**src/rtl/mem_pkg.sv**
```systemverilog
// Shared types, opcode/exception codes and helpers for the MEM-stage controller.
// Opcode values mirror the ALU opcode table used by the EX stage.
package mem_pkg;

    typedef enum logic [2:0] {
        S_IDLE,
        S_REQ,
        S_WAIT_DATA,
        S_DONE,
        S_DRAIN
    } mem_state_t;

    localparam logic [1:0] SIZE_BYTE = 2'd0;
    localparam logic [1:0] SIZE_HALF = 2'd1;
    localparam logic [1:0] SIZE_WORD = 2'd2;

    localparam logic [5:0] ALU_ADD = 6'h01;
    localparam logic [5:0] ALU_LB  = 6'h20;
    localparam logic [5:0] ALU_LH  = 6'h21;
    localparam logic [5:0] ALU_LW  = 6'h23;
    localparam logic [5:0] ALU_LBU = 6'h24;
    localparam logic [5:0] ALU_LHU = 6'h25;
    localparam logic [5:0] ALU_SB  = 6'h28;
    localparam logic [5:0] ALU_SH  = 6'h29;
    localparam logic [5:0] ALU_SW  = 6'h2b;

    localparam logic [3:0] EXP_NONE    = 4'h0;
    localparam logic [3:0] EXP_ADDRERR = 4'h4;

    function automatic logic is_load(input logic [5:0] op);
        return (op == ALU_LB) || (op == ALU_LH) || (op == ALU_LW) ||
               (op == ALU_LBU) || (op == ALU_LHU);
    endfunction

    function automatic logic is_store(input logic [5:0] op);
        return (op == ALU_SB) || (op == ALU_SH) || (op == ALU_SW);
    endfunction

    function automatic logic is_mem_op(input logic [5:0] op);
        return is_load(op) || is_store(op);
    endfunction

endpackage

```
**src/rtl/mem_align.sv**
```systemverilog
// Byte-lane steering: store strobes/replicated data on the way out,
// load byte/half selection and sign/zero extension on the way back.
module mem_align
    import mem_pkg::*;
#(
    parameter int DATA_W = 32
) (
    input  logic [5:0]          op,
    input  logic [1:0]          addr_lo,
    input  logic [DATA_W-1:0]   store_data,
    input  logic [DATA_W-1:0]   rdata,
    output logic [DATA_W/8-1:0] wstrb,
    output logic [DATA_W-1:0]   wdata,
    output logic [1:0]          size,
    output logic [DATA_W-1:0]   load_ext
);

    logic [7:0]  rd_byte;
    logic [15:0] rd_half;

    assign rd_byte = rdata[{addr_lo, 3'b000} +: 8];
    assign rd_half = addr_lo[1] ? rdata[31:16] : rdata[15:0];

    always_comb begin
        wstrb    = '0;
        wdata    = store_data;
        size     = SIZE_WORD;
        load_ext = rdata;
        case (op)
            ALU_SB: begin
                size  = SIZE_BYTE;
                wstrb = 4'b0001 << addr_lo;
                wdata = {4{store_data[7:0]}};
            end
            ALU_SH: begin
                size  = SIZE_HALF;
                wstrb = addr_lo[1] ? 4'b1100 : 4'b0011;
                wdata = {2{store_data[15:0]}};
            end
            ALU_SW: begin
                wstrb = 4'b1111;
            end
            ALU_LB: begin
                size     = SIZE_BYTE;
                load_ext = {{24{rd_byte[7]}}, rd_byte};
            end
            ALU_LBU: begin
                size     = SIZE_BYTE;
                load_ext = {24'd0, rd_byte};
            end
            ALU_LH: begin
                size     = SIZE_HALF;
                load_ext = {{16{rd_half[15]}}, rd_half};
            end
            ALU_LHU: begin
                size     = SIZE_HALF;
                load_ext = {16'd0, rd_half};
            end
            default: ;
        endcase
    end

endmodule

```
**src/rtl/mem_access_ctrl.sv**
```systemverilog
// MEM-stage controller: issues one cache access per memory op, stalls the
// pipeline until the response returns, and presents the writeback result.
module mem_access_ctrl
    import mem_pkg::*;
#(
    parameter int ADDR_W = 32,
    parameter int DATA_W = 32
) (
    input  logic                clk,
    input  logic                rst,
    input  logic                valid_in,
    input  logic [5:0]          op,
    input  logic [DATA_W-1:0]   alu_result,
    input  logic [DATA_W-1:0]   store_data,
    input  logic [3:0]          exception_in,
    input  logic                flush,
    input  logic                advance,
    output logic                data_req,
    output logic                data_wr,
    output logic [1:0]          data_size,
    output logic [ADDR_W-1:0]   data_addr,
    output logic [DATA_W/8-1:0] data_wstrb,
    output logic [DATA_W-1:0]   data_wdata,
    input  logic                data_addr_ok,
    input  logic                data_data_ok,
    input  logic [DATA_W-1:0]   data_rdata,
    output logic                stall,
    output logic [DATA_W-1:0]   result_out,
    output logic                result_valid
);

    mem_state_t          state;
    logic [5:0]          op_q;
    logic [DATA_W-1:0]   alu_q;
    logic [DATA_W-1:0]   wdata_q;
    logic [DATA_W/8-1:0] wstrb_q;
    logic [1:0]          size_q;
    logic                wr_q;
    logic                req_q;
    logic [DATA_W-1:0]   load_q;

    logic                start;
    logic [5:0]          al_op;
    logic [1:0]          al_addr;
    logic [DATA_W/8-1:0] al_wstrb;
    logic [DATA_W-1:0]   al_wdata;
    logic [1:0]          al_size;
    logic [DATA_W-1:0]   al_load;

    assign start = valid_in & is_mem_op(op) & (exception_in == EXP_NONE) & ~flush;

    // Live inputs feed the aligner while latching; latched op/addr afterwards.
    assign al_op   = (state == S_IDLE) ? op : op_q;
    assign al_addr = (state == S_IDLE) ? alu_result[1:0] : alu_q[1:0];

    mem_align #(.DATA_W(DATA_W)) u_align (
        .op        (al_op),
        .addr_lo   (al_addr),
        .store_data(store_data),
        .rdata     (data_rdata),
        .wstrb     (al_wstrb),
        .wdata     (al_wdata),
        .size      (al_size),
        .load_ext  (al_load)
    );

    always_ff @(posedge clk or negedge rst) begin
        if (!rst) begin
            state   <= S_IDLE;
            op_q    <= '0;
            alu_q   <= '0;
            wdata_q <= '0;
            wstrb_q <= '0;
            size_q  <= '0;
            wr_q    <= 1'b0;
            req_q   <= 1'b0;
            load_q  <= '0;
        end else begin
            case (state)
                S_IDLE: begin
                    if (start) begin
                        op_q    <= op;
                        alu_q   <= alu_result;
                        wdata_q <= al_wdata;
                        wstrb_q <= al_wstrb;
                        size_q  <= al_size;
                        wr_q    <= is_store(op);
                        req_q   <= 1'b1;
                        state   <= S_REQ;
                    end
                end
                S_REQ: begin
                    if (flush) begin
                        req_q <= 1'b0;
                        // An accepted request still owes a response unless it came back already.
                        state <= (data_addr_ok && !data_data_ok) ? S_DRAIN : S_IDLE;
                    end else if (data_addr_ok) begin
                        req_q <= 1'b0;
                        if (data_data_ok) begin
                            load_q <= al_load;
                            state  <= S_DONE;
                        end else begin
                            state  <= S_WAIT_DATA;
                        end
                    end
                end
                S_WAIT_DATA: begin
                    if (flush) begin
                        state <= data_data_ok ? S_IDLE : S_DRAIN;
                    end else if (data_data_ok) begin
                        load_q <= al_load;
                        state  <= S_DONE;
                    end
                end
                S_DONE: begin
                    if (flush || advance) state <= S_IDLE;
                end
                S_DRAIN: begin
                    if (data_data_ok) state <= S_IDLE;
                end
                default: state <= S_IDLE;
            endcase
        end
    end

    assign data_req   = req_q;
    assign data_wr    = wr_q;
    assign data_size  = size_q;
    assign data_addr  = alu_q[ADDR_W-1:0];
    assign data_wstrb = wstrb_q;
    assign data_wdata = wdata_q;

    assign stall = ((state == S_IDLE) & start) | (state == S_REQ) |
                   (state == S_WAIT_DATA) | (state == S_DRAIN);

    always_comb begin
        result_out   = '0;
        result_valid = 1'b0;
        if (state == S_DONE) begin
            result_valid = 1'b1;
            result_out   = is_load(op_q) ? load_q : alu_q;
        end else if (state == S_IDLE && valid_in &&
                     (!is_mem_op(op) || exception_in != EXP_NONE)) begin
            result_valid = 1'b1;
            result_out   = alu_result;
        end
    end

endmodule

```
**config.mk**
```make
export PLATFORM = sky130hd
export DESIGN_NAME = mem_access_ctrl
export DESIGN_NICKNAME = d
export VERILOG_FILES = /design/src/rtl/mem_pkg.sv /design/src/rtl/mem_align.sv /design/src/rtl/mem_access_ctrl.sv
export SDC_FILE = /design/constraint.sdc
export NUM_CORES = 1
export LEC_CHECK = 0
export ABC_AREA = 1
export BUFFER_PORTS_ARGS = -buffer_cell sky130_fd_sc_hd__buf_2
export CORE_MARGIN = 5
export CORE_UTILIZATION = 35
export CTS_CLUSTER_DIAMETER = 120
export DETAILED_ROUTE_END_ITERATION = 10
export PLACE_DENSITY = 0.65
export SYNTH_ARGS = -nofsm -noshare
export SYNTH_HDL_FRONTEND = slang
export SYNTH_SLANG_ARGS = --single-unit
```
**constraint.sdc**
```tcl
create_clock -name clk -period 5 [get_ports clk]
set_input_delay 1 -clock clk [delete_from_list [all_inputs] [get_ports clk]]
set_output_delay 1 -clock clk [all_outputs]
set_load 0.01 [all_outputs]
```
### After elaboration in Yosys (flattened, before gate mapping)

Index checks and enable logic that the tools add are counted.

| cells by class | value |
|---|---|
| shift-type cells | 2 |
| reductions and logical operators | 29 |
| mux-type cells | 33 |
| equality and inequality tests | 32 |
| bitwise operators | 8 |

Operators with widths:

| kind | number |
|---|---|
| $mux W32 | 7 |
| $pmux W32 S2 | 2 |
| $pmux W32 S4 | 1 |
| $eq A6 B6 Y1 const B | 20 |
| $shiftx A32 B6 Y8 | 1 |
| $mux W3 | 9 |
| $mux W16 | 1 |
| $pmux W3 S5 | 1 |
| $logic_or A1 B1 Y1 | 13 |
| $ne A2 B2 Y1 const B | 6 |
| $pmux W4 S3 | 1 |
| $eq A3 B2 Y1 const B | 2 |
| $mux W1 | 6 |
| $mux W6 | 1 |
| $ne A3 B3 Y1 const B | 2 |
| $reduce_or A3 Y1 | 2 |
| $reduce_and A5 Y1 | 1 |
| $and A1 B1 Y1 | 4 |
| $logic_not A4 Y1 | 1 |
| $mux W4 | 1 |
| $pmux W2 S2 | 1 |
| $reduce_and A4 Y1 | 1 |
| $reduce_bool A2 Y1 | 2 |
| $reduce_bool A4 Y1 | 1 |
| 12 further kinds | 17 |

| word-level totals | value |
|---|---|
| bits in registers | 113 |
| output and inout bits | 106 |
| bits of input ports | 113 |
| word-level logic and storage cells | 113 |

### Longest topological paths before layout

Gate-level depths: netlist of the first run.

| depth | value |
|---|---|
| depth in word-level cells | 13 |
| gate-level depth with buffers | 14 |
| mapped depth without buffers | 11 |

### Hierarchy

From an unflattened synthesis of the first run, not the netlist that was laid out.

| unflattened totals | value |
|---|---|
| cells, all modules | 1043 |
| area total of the unflattened synthesis | 7088.0 µm² |

Modules (own cells, without submodules):

| module | area an instance (µm²) | seq. area each (µm²) | cells each | times used |
|---|---|---|---|---|
| mem_access_ctrl | 5496.5 | 2827.7 | 701 | 1 |
| mem_align | 1591.5 | 0.0 | 342 | 1 |

### Worst setup path before layout of the first run

OpenSTA, ideal clock, no wires.

| timing path | value |
|---|---|
| path kind | input to output |
| start point | in exception_in[1] |
| end point | out stall |
| slack | 1.841 ns |
| path buffers | 2 |
| cell stages on the path | 6 |
| data arrival time | 2.159 ns |
| required time | 4.000 ns |
| path through | nor2_1 nor3b_1 nand4_1 buf_2 buf_2 nand4_1 |

| between the ends | value |
|---|---|
| longest elaborated chain between the ends | 7 |

Ends and longest elaborated chain:

| item | RTL line | text |
|---|---|---|
| start: declaration | mem_access_ctrl.sv:15 | `input logic [3:0] exception_in,` |
| $logic_not A4 Y1 | mem_access_ctrl.sv:50 | `assign start = valid_in & is_mem_op(op) & (exception_in == EXP_NONE) & ~flush;` |
| $and A1 B1 Y1 (2 in a row) | mem_access_ctrl.sv:50 |  |
| $and A1 B1 Y1 | mem_access_ctrl.sv:133 | `assign stall = ((state == S_IDLE) & start) \| (state == S_REQ) \|` |
| $or A1 B1 Y1 (2 in a row) | mem_access_ctrl.sv:133 |  |
| $or A1 B1 Y1 | mem_access_ctrl.sv:134 | `(state == S_WAIT_DATA) \| (state == S_DRAIN);` |
| end: declaration | mem_access_ctrl.sv:27 | `output logic stall,` |

Every way passes these cells.

### Worst setup path after layout of the first run

| timing path | value |
|---|---|
| start point | reg state[1] |
| end point | out result_out[4] |

| between the ends | value |
|---|---|
| longest elaborated chain between the ends | 5 |
| elaborated cells between the ends (all ways) | 6 |
| classes of those cells | eq/ne: 1; mux: 2; reduce/logical: 3 |

Ends and longest elaborated chain:

| item | RTL line | text |
|---|---|---|
| start: declaration | mem_access_ctrl.sv:32 | `mem_state_t state;` |
| start signal: assignment | mem_access_ctrl.sv:96 | `state <= (data_addr_ok && !data_data_ok) ? S_DRAIN : S_IDLE;` |
| start signal: assignment | mem_access_ctrl.sv:109 | `state <= data_data_ok ? S_IDLE : S_DRAIN;` |
| $logic_not A3 Y1 | mem_access_ctrl.sv:142 | `end else if (state == S_IDLE && valid_in &&` |
| $logic_and A1 B1 Y1 (2 in a row) | mem_access_ctrl.sv:142 |  |
| $mux W32 | mem_access_ctrl.sv:142 |  |
| $mux W32 (*) | mem_access_ctrl.sv:139 | `if (state == S_DONE) begin` |
| end: declaration | mem_access_ctrl.sv:28 | `output logic [DATA_W-1:0] result_out,` |

Every way passes the cells marked *; elsewhere a longest branch is shown, timed or not.

==> results.md, run 1 <==
- Status: finished clean
- DR DRC count: 0
- Synth Area in Simple Gates: a little under a third
- Mean area per synthesized cell: between 7 and 8 sq um
- Largest net degree at the start of global routing: 59
- Peak supply drop: around 0.23 mV
- CP Max Fanout: 33
- Net count, final: 1208
- Final hold vios: 0
- P_leak: 4.57 nW
- Final Power: 3.57 mW
- Initial Util: 35.6%
- Commonest cells after routing, fill and taps aside: 268 x nand2_1, 217 x buf_2, 113 x dfrtp_1
- Area after DPL: 7610 sq um
- Commonest non-fill, non-tap cell in the layout: nand2_1
- Die area: 21200 sq um
- Clk root buf: clkbuf_16
- Routed vias/inst: 4.91
- CTS tree: built
- Setup crit end: result_out[4]
- Final WL: ~21000 um
- WHS Path Cells: 2
- Total CTS buffers: 17
- H-tree levels: 4
- GRT Overall Usage: 19.4%
- Synth Area in XOR/XNOR: 0%
- Max Root-Sink Buffers: 2
- DR top layer: met5
- Crit. End Element: primary output
- Drt initial violations: between 400 and 500
- Pins Over Slew Limit: 0
- Hold Path Class: register to register
- Met3 routed WL: 1350 um
- Fin Clk Skew: 0.00692 ns
- Area added between synthesis and finish: 27.6%
- Crit path launch type: register
- Worst-path clk slew: around 0.05 ns
- Post-Synth Adder-Cell Area: 0%
- Setup crit start: state[1]$_DFFE_PN0P_
- Dpl cells: approximately 1300
- Finished Cell Area: 8200 sq um
- Min Tclk post-route: 3.76 ns
- DP HPWL: ~16000 um
- Setup ws final: between 1 and 1.5 ns
- Post-synthesis mux area share: 0%
- Vias: 6576
- Compound-Gate Fraction of Synth Area: between 10% and 20%
- Crit path kind: register to primary output
- FMAX: 266 MHz
- Grt total ovfl: 0
- Drt wl/cell: 15.7 um
- Placer Congestion: 0.852
- Max_cap viols: 0
- Fin Setup TNS: 0 ns
- R2r endpoint: data_size[1]$_DFFE_PN0P_
- Main combinational cell family by area after synthesis: simple AND/OR/NAND/NOR gates
- Power per cell area: about 440 nW/um^2
- Non-Filler Instances: 1338
- Unrepaired setup endpoints after global routing: no
- # resized after CTS: 0
- Share of layout cells above drive strength 1: a little over a quarter
- Slew @ Worst Pin: ~0.94 ns
- Worst slew margin: a little under two fifths
- Crit-path slowest cell: inv_1
- Initial antenna violation count: 7
- Post-synthesis sequential area ratio: around 44%
- Post-synthesis register bit count: 113
- Critical Path RT: 4.00 ns
- Row count: 49
- Post-Syn Area: between 6000 and 7000 sq um
- Die height: 145 um
- Synth Instances: 899
- Met2 WL post-DR: 9640 um
- Post-DRT Antenna Nets: 0
- Pre-CTS WS: between 1 and 1.5 ns
- Core footprint: 18000 sq um
- Critical-path cell list: nand3_1 -> inv_1 -> o21ai_0 -> o22ai_1 -> buf_2
- Worst EP arrival: 2.76 ns
- Vias in the first global route: 6032
- Ys Warns: 0
- Final setup fails: 0
- Period Utilization, post-route: 75.2%
- Io pins: 219
- Post-CTS Repair Setup Buffers: 0
- Max stage delay on crit path: 0.72 ns
- WL met1: 9640 um
- # hold bufs at CTS: 0
- First-pass GRT wire length: roughly 33000 um
- Worst-Skew Late Latency: 0.41 ns
- Mapped Nets: a little over 1000
- Worst R2R Start: state[1]$_DFFE_PN0P_
- Sink Count: 113
- Port bufs: 218
- Yosys cell types: 34
- Pre-Repair DR Iteration Count: 5
- Reg-to-reg setup timing slack: 2.36 ns
- Die W: 145 um
- FF-to-FF path depth: 8
power by group:
part / internal (mW) / total, mW / switching [mW]
logic: 0.421 / 1.20 / 0.778
registers: 1.10 / 1.20 / 0.104
clock network: 0.766 / 1.17 / 0.402
registers in the layout (all words and copies together) (netlist names):
register    count
data_addr      32
data_wdata     32
load_q         32
op_q            6
data_wstrb      4
state           3
data_size       2
data_req        1
data_wr         1
layout make-up:
cell class / instances / area (sq um)
fill: 1883 / 9830
multi-input combinational: 635 / 2950
sequential: 113 / 2830
timing repair buffer: 227 / 1170
clock buffer: 25 / 526
inverter: 101 / 379
tap: 229 / 287
clock inverter: 5 / 50.0
antenna: 3 / 7.51
critical path: cells and delay by family, from the launching register on:
family	cells	cell delay [ns]
DFF	1	0.60
and+or+nand+nor	1	0.21
buffers and inverters	2	0.90
AOI/OAI and AO/OA	2	0.62
logic make-up (layout without fill, tap and decap cells):
family | Yosys count | after routing
AND/OR/NAND/NOR | 464 | 464
other | 0 | 3
flip-flops | 113 | 113
buffers and inverters | 151 | 358
AO/OA/AOI/OAI | 171 | 171
through the flow:
| step | utilization [%] | hold WS (ns) |
|---|---|---|
| after floorplan | - | 0.422 |
| after global placement | 42.2 | 0.440 |
| after detailed placement | 42.2 | 0.440 |
| after CTS | 45.4 | 0.453 |
| after global routing | 45.5 | 0.481 |
| final | 45.5 | 0.452 |
Yosys cell counts (all sizes together):
library cell	number	area [sq um]
a21oi	27	135
a22o	1	8.76
a31oi	3	18.8
buf	28	189
clkbuf	22	82.6
dfrtp	113	2830
inv	101	379
nand2	275	1050
nand3	95	503
nand3b	2	15.0
nand4	6	43.8
nor2	65	273
nor3	2	15.0
nor3b	1	7.51
o21a	2	15.0
o21ai	105	537
o22ai	33	206
or2	18	113
how the worst min path moves through the flow:
stage / from / endpoint
6_report: op_q[5]$_DFFE_PN0P_ / op_q[5]$_DFFE_PN0P_
3_3_place_gp: op_q[5]$_DFFE_PN0P_ / op_q[5]$_DFFE_PN0P_
5_1_grt: op_q[5]$_DFFE_PN0P_ / op_q[5]$_DFFE_PN0P_
3_5_place_dp: op_q[5]$_DFFE_PN0P_ / op_q[5]$_DFFE_PN0P_
2_1_floorplan: op_q[5]$_DFFE_PN0P_ / op_q[5]$_DFFE_PN0P_
4_1_cts: op_q[5]$_DFFE_PN0P_ / op_q[5]$_DFFE_PN0P_
layer usage:
layer,track usage (%),vias up
li1,-,3296
met3,5.45,31
met1,26.6,3025
met5,0,-
met4,5.36,8
met2,30.0,216
Power figures use the tool's default switching activity.
==> run 2: changes to the inputs <==
Settings changed: ABC_AREA 1 to 0, PLACE_DENSITY 0.65 to 0.66.
Clock period 5 ns to 3.8 ns, I/O delays scaled along.
==> run 2 against run 1 <==
  * Cell area down 0.87%
  * Sequential share of layout area rose by 0.30 points
  * Flip-flop and latch count unchanged
  * Utilization rose by 1.7 points
  * Sequential power increased by 8%
  * Synthesized cell count is 24% lower
  * Setup slack worse by 0.76 ns
  * Critical path depth grew 3
==> results.md, run 2 <==
- Fin Clk Skew: 0.00766 ns
- Core footprint: about 17000 sq um
- Sink Count: 113
- Yosys cell types: between 50 and 60
- Comb pwr share: about an eighth
- Post-synth EDFFs: 0
- CTS tree: built
- Fillers: 1696
- Row count: 48
- Crit path launch type: input pin
- Most frequent cell after synthesis: nand2_1
- Vias in the first global route: around 5800
- Clk pwr share: between 50% and 60%
- Ys Warns: 0
- Synth top area share: 46.2%
- Routed vias/inst: 5.14
- DR DRC count: 0
- DP HPWL: around 15000 um
- Grt total ovfl: 0
- Clk root buf: clkbuf_16
- Port bufs: 218
- Dpl cells: between 1000 and 1500
- Final setup fails: 0
- Commonest non-fill, non-tap cell in the layout: nand2_1
- NetSw: ~850 uW
- # hold bufs at CTS: 0
- Max_cap viols: 0
- Internal Power: roughly 2.6 mW
- Peak supply drop: between 0.2 and 0.3 mV
- Total CTS buffers: 17
- Hold Path Class: input pin to async pin
- Post-synthesis register bit count: roughly 110
- Vias: 5802
- Mapped Nets: 793
- Seq pwr share: 38.0%
- Largest net degree at the start of global routing: 106
- Die area: ~20000 sq um
- Io pins: 219
- Net count, final: 1002
- Drt initial violations: 258
- Worst path top cell family by delay: simple AND/OR/NAND/NOR gates
- Cell taking the most area after synthesis: dfrtp_1
- Buf/Inv on CP: 3
- Crit. End Element: primary output
- Max Root-Sink Buffers: 2
- Die W: between 100 and 150 um
- Post-DRT Antenna Nets: 0
- Crit path kind: input pin to primary output
- Placer Congestion: ~0.86
- Reg-to-reg setup timing slack: 0.78 ns
- CP Max Fanout: 33
- Slew @ Worst Pin: 1.05 ns
- Die height: ~140 um
- Worst-Skew Late Latency: a little over 0.4 ns
- Top_reg_cell synth: dfrtp_1
- Pins Over Slew Limit: 0
- CP dominant cell by count: buf_2
- H-tree levels: 4
- Post-Syn Area: 6130 sq um
- Crit-path slowest cell: nor4_1
- Async set-reset flop share out of synthesis: 100%
- First-pass GRT wire length: 31900 um
- Ranking of synthesized cells by area: dfrtp_1 46%, nand2_1 14%, mux2i_1 11%
- Power per cell area: 421 nW/um^2
- Critical-path cell list: buf_2 -> nor4_1 -> o2111ai_1 -> nor2b_2 -> buf_4 -> nand2_1 -> o21ai_0 -> buf_2
- Non-Filler Instances: ~1100
- GRT Overall Usage: 20.3%
- Initial Util: 35.5%
- Area added between synthesis and finish: 32.6%
- P_leak: just over 4 nW
- Worst EP arrival: around 2.6 ns
- Status: finished clean
- Fin Setup TNS: 0 ns
- Worst-path clk slew: 0.06 ns
- Drt wl/cell: around 18 um
- Sw Ratio: around a quarter
- Post-synthesis sequential area ratio: 46.2%
- Top cells by count, synth: 224 x nand2_1, 113 x dfrtp_1, 68 x mux2i_1
- Unrepaired setup endpoints after global routing: no
- Min Tclk post-route: approximately 3.3 ns
- Share of layout cells above drive strength 1: between 30% and 40%
- Final WL: slightly above 20000 um
- Period Utilization, post-route: 87.4%
- Commonest cells after routing, fill and taps aside: 224 x nand2_1, 217 x buf_2, 113 x dfrtp_1
- Initial antenna violation count: 2
- Max stage delay on crit path: between 0.4 and 0.5 ns
- FMAX: 301 MHz
- Critical Path RT: 3.04 ns
- Final hold vios: 0
- Worst slew margin: 30.2%
- Mean area per synthesized cell: 9.01 sq um
- Pre-Repair DR Iteration Count: 5
- Synth Instances: 680
[run 2: cell count changes in the layout (fill, tap and decap cells not counted), sizes merged, moves of 8 or more]
| cell | delta |
|---|---|
| or2 | -18 |
| nand2 | -50 |
| o21ai | -34 |
| o22ai | -31 |
| nand3 | -88 |
| mux4 | +8 |
| nor2 | -38 |
| o221a | +8 |
| mux2i | +68 |
| mux2 | +13 |
| inv | -94 |
[run 2: path summary, 6_finish.rpt]
path                                 startpoint                        end  cells after the start
max reg2reg                state[0]$_DFFE_PN0P_     load_q[31]$_DFFE_PN0P_                      5
max in group asynchronous                   rst  data_wdata[8]$_DFFE_PN0P_                      2
min                                         rst  data_addr[27]$_DFFE_PN0P_                      1
max                             exception_in[1]              result_out[4]                      8
min reg2reg                 data_wr$_DFFE_PN0P_        data_wr$_DFFE_PN0P_                      2
min in group clk            data_wr$_DFFE_PN0P_        data_wr$_DFFE_PN0P_                      2
[run 2: power groups by stage]
stage | combinational, mW | clock (mW) | sequential [mW]
final | 0.403 | 1.71 | 1.30
after global routing | 0.449 | 1.80 | 1.30
after CTS | 0.410 | 1.74 | 1.30
after detailed placement | 0.409 | 0 | 1.32
after global placement | 0.403 | 0 | 1.32
after floorplan | 0.185 | 0 | 1.32
[run 2: cell families (layout without fill, tap and decap cells)]
kind of cell	Yosys count	in the layout	share of synthesized area, %
buf+inv	49	271	3.57
xor+xnor	1	1	0.143
flops	113	113	46.2
mux	89	89	16.4
simple gates	293	293	20.2
other cells	0	2	0
compound gates	135	135	13.5
[run 2: metrics by stage]
step | setup WS (ns) | utilization (%) | area [sq um] | power [mW] | hold WS, ns
finish | 0.480 | 47.1 | 8120 | 3.42 | 0.379
global route | 0.276 | 47.1 | 8120 | 3.55 | 0.418
CTS | 0.169 | 47.0 | 8100 | 3.45 | 0.393
detailed placement | 0.507 | 43.3 | 7470 | 1.73 | 0.462
global placement | 0.483 | 43.3 | 7470 | 1.72 | 0.456
floorplan | 0.876 | - | 6130 | 1.51 | 0.450
[run 2: timing repair]
| item | CTS | global route |
|---|---|---|
| endpoints found under the setup margin | 0 | 32 |
| gates resized for setup | 0 | 0 |
| hold endpoints to repair | 0 | 0 |
| setup buffers | 0 | 2 |
[run 2: per-layer routing]
metal	wire length [um]	track usage, %
met1	8750	25.5
met2	9480	33.1
met3	1900	6.15
met4	470	7.60
met5	23	0
[run 2: cell type report]
cell class                      instances  area (sq um)  area share [%]
Multi-Input combinational cell        518          3130            38.5
Sequential cell                       113          2830            34.8
Timing Repair Buffer                  233          1220            15.0
Clock buffer                           19           453            5.58
Tap cell                              225           282            3.47
Clock inverter                         13           184            2.26
Inverter                                6          22.5           0.277
Antenna cell                            2          5.00          0.0616
[run 2: worst register-to-register path: cells and delay by family (launching register included)]
kind               cells  cell delay, ns
DFF                    1            0.55
and+or+nand+nor        1            0.75
AOI/OAI and AO/OA      4            1.58
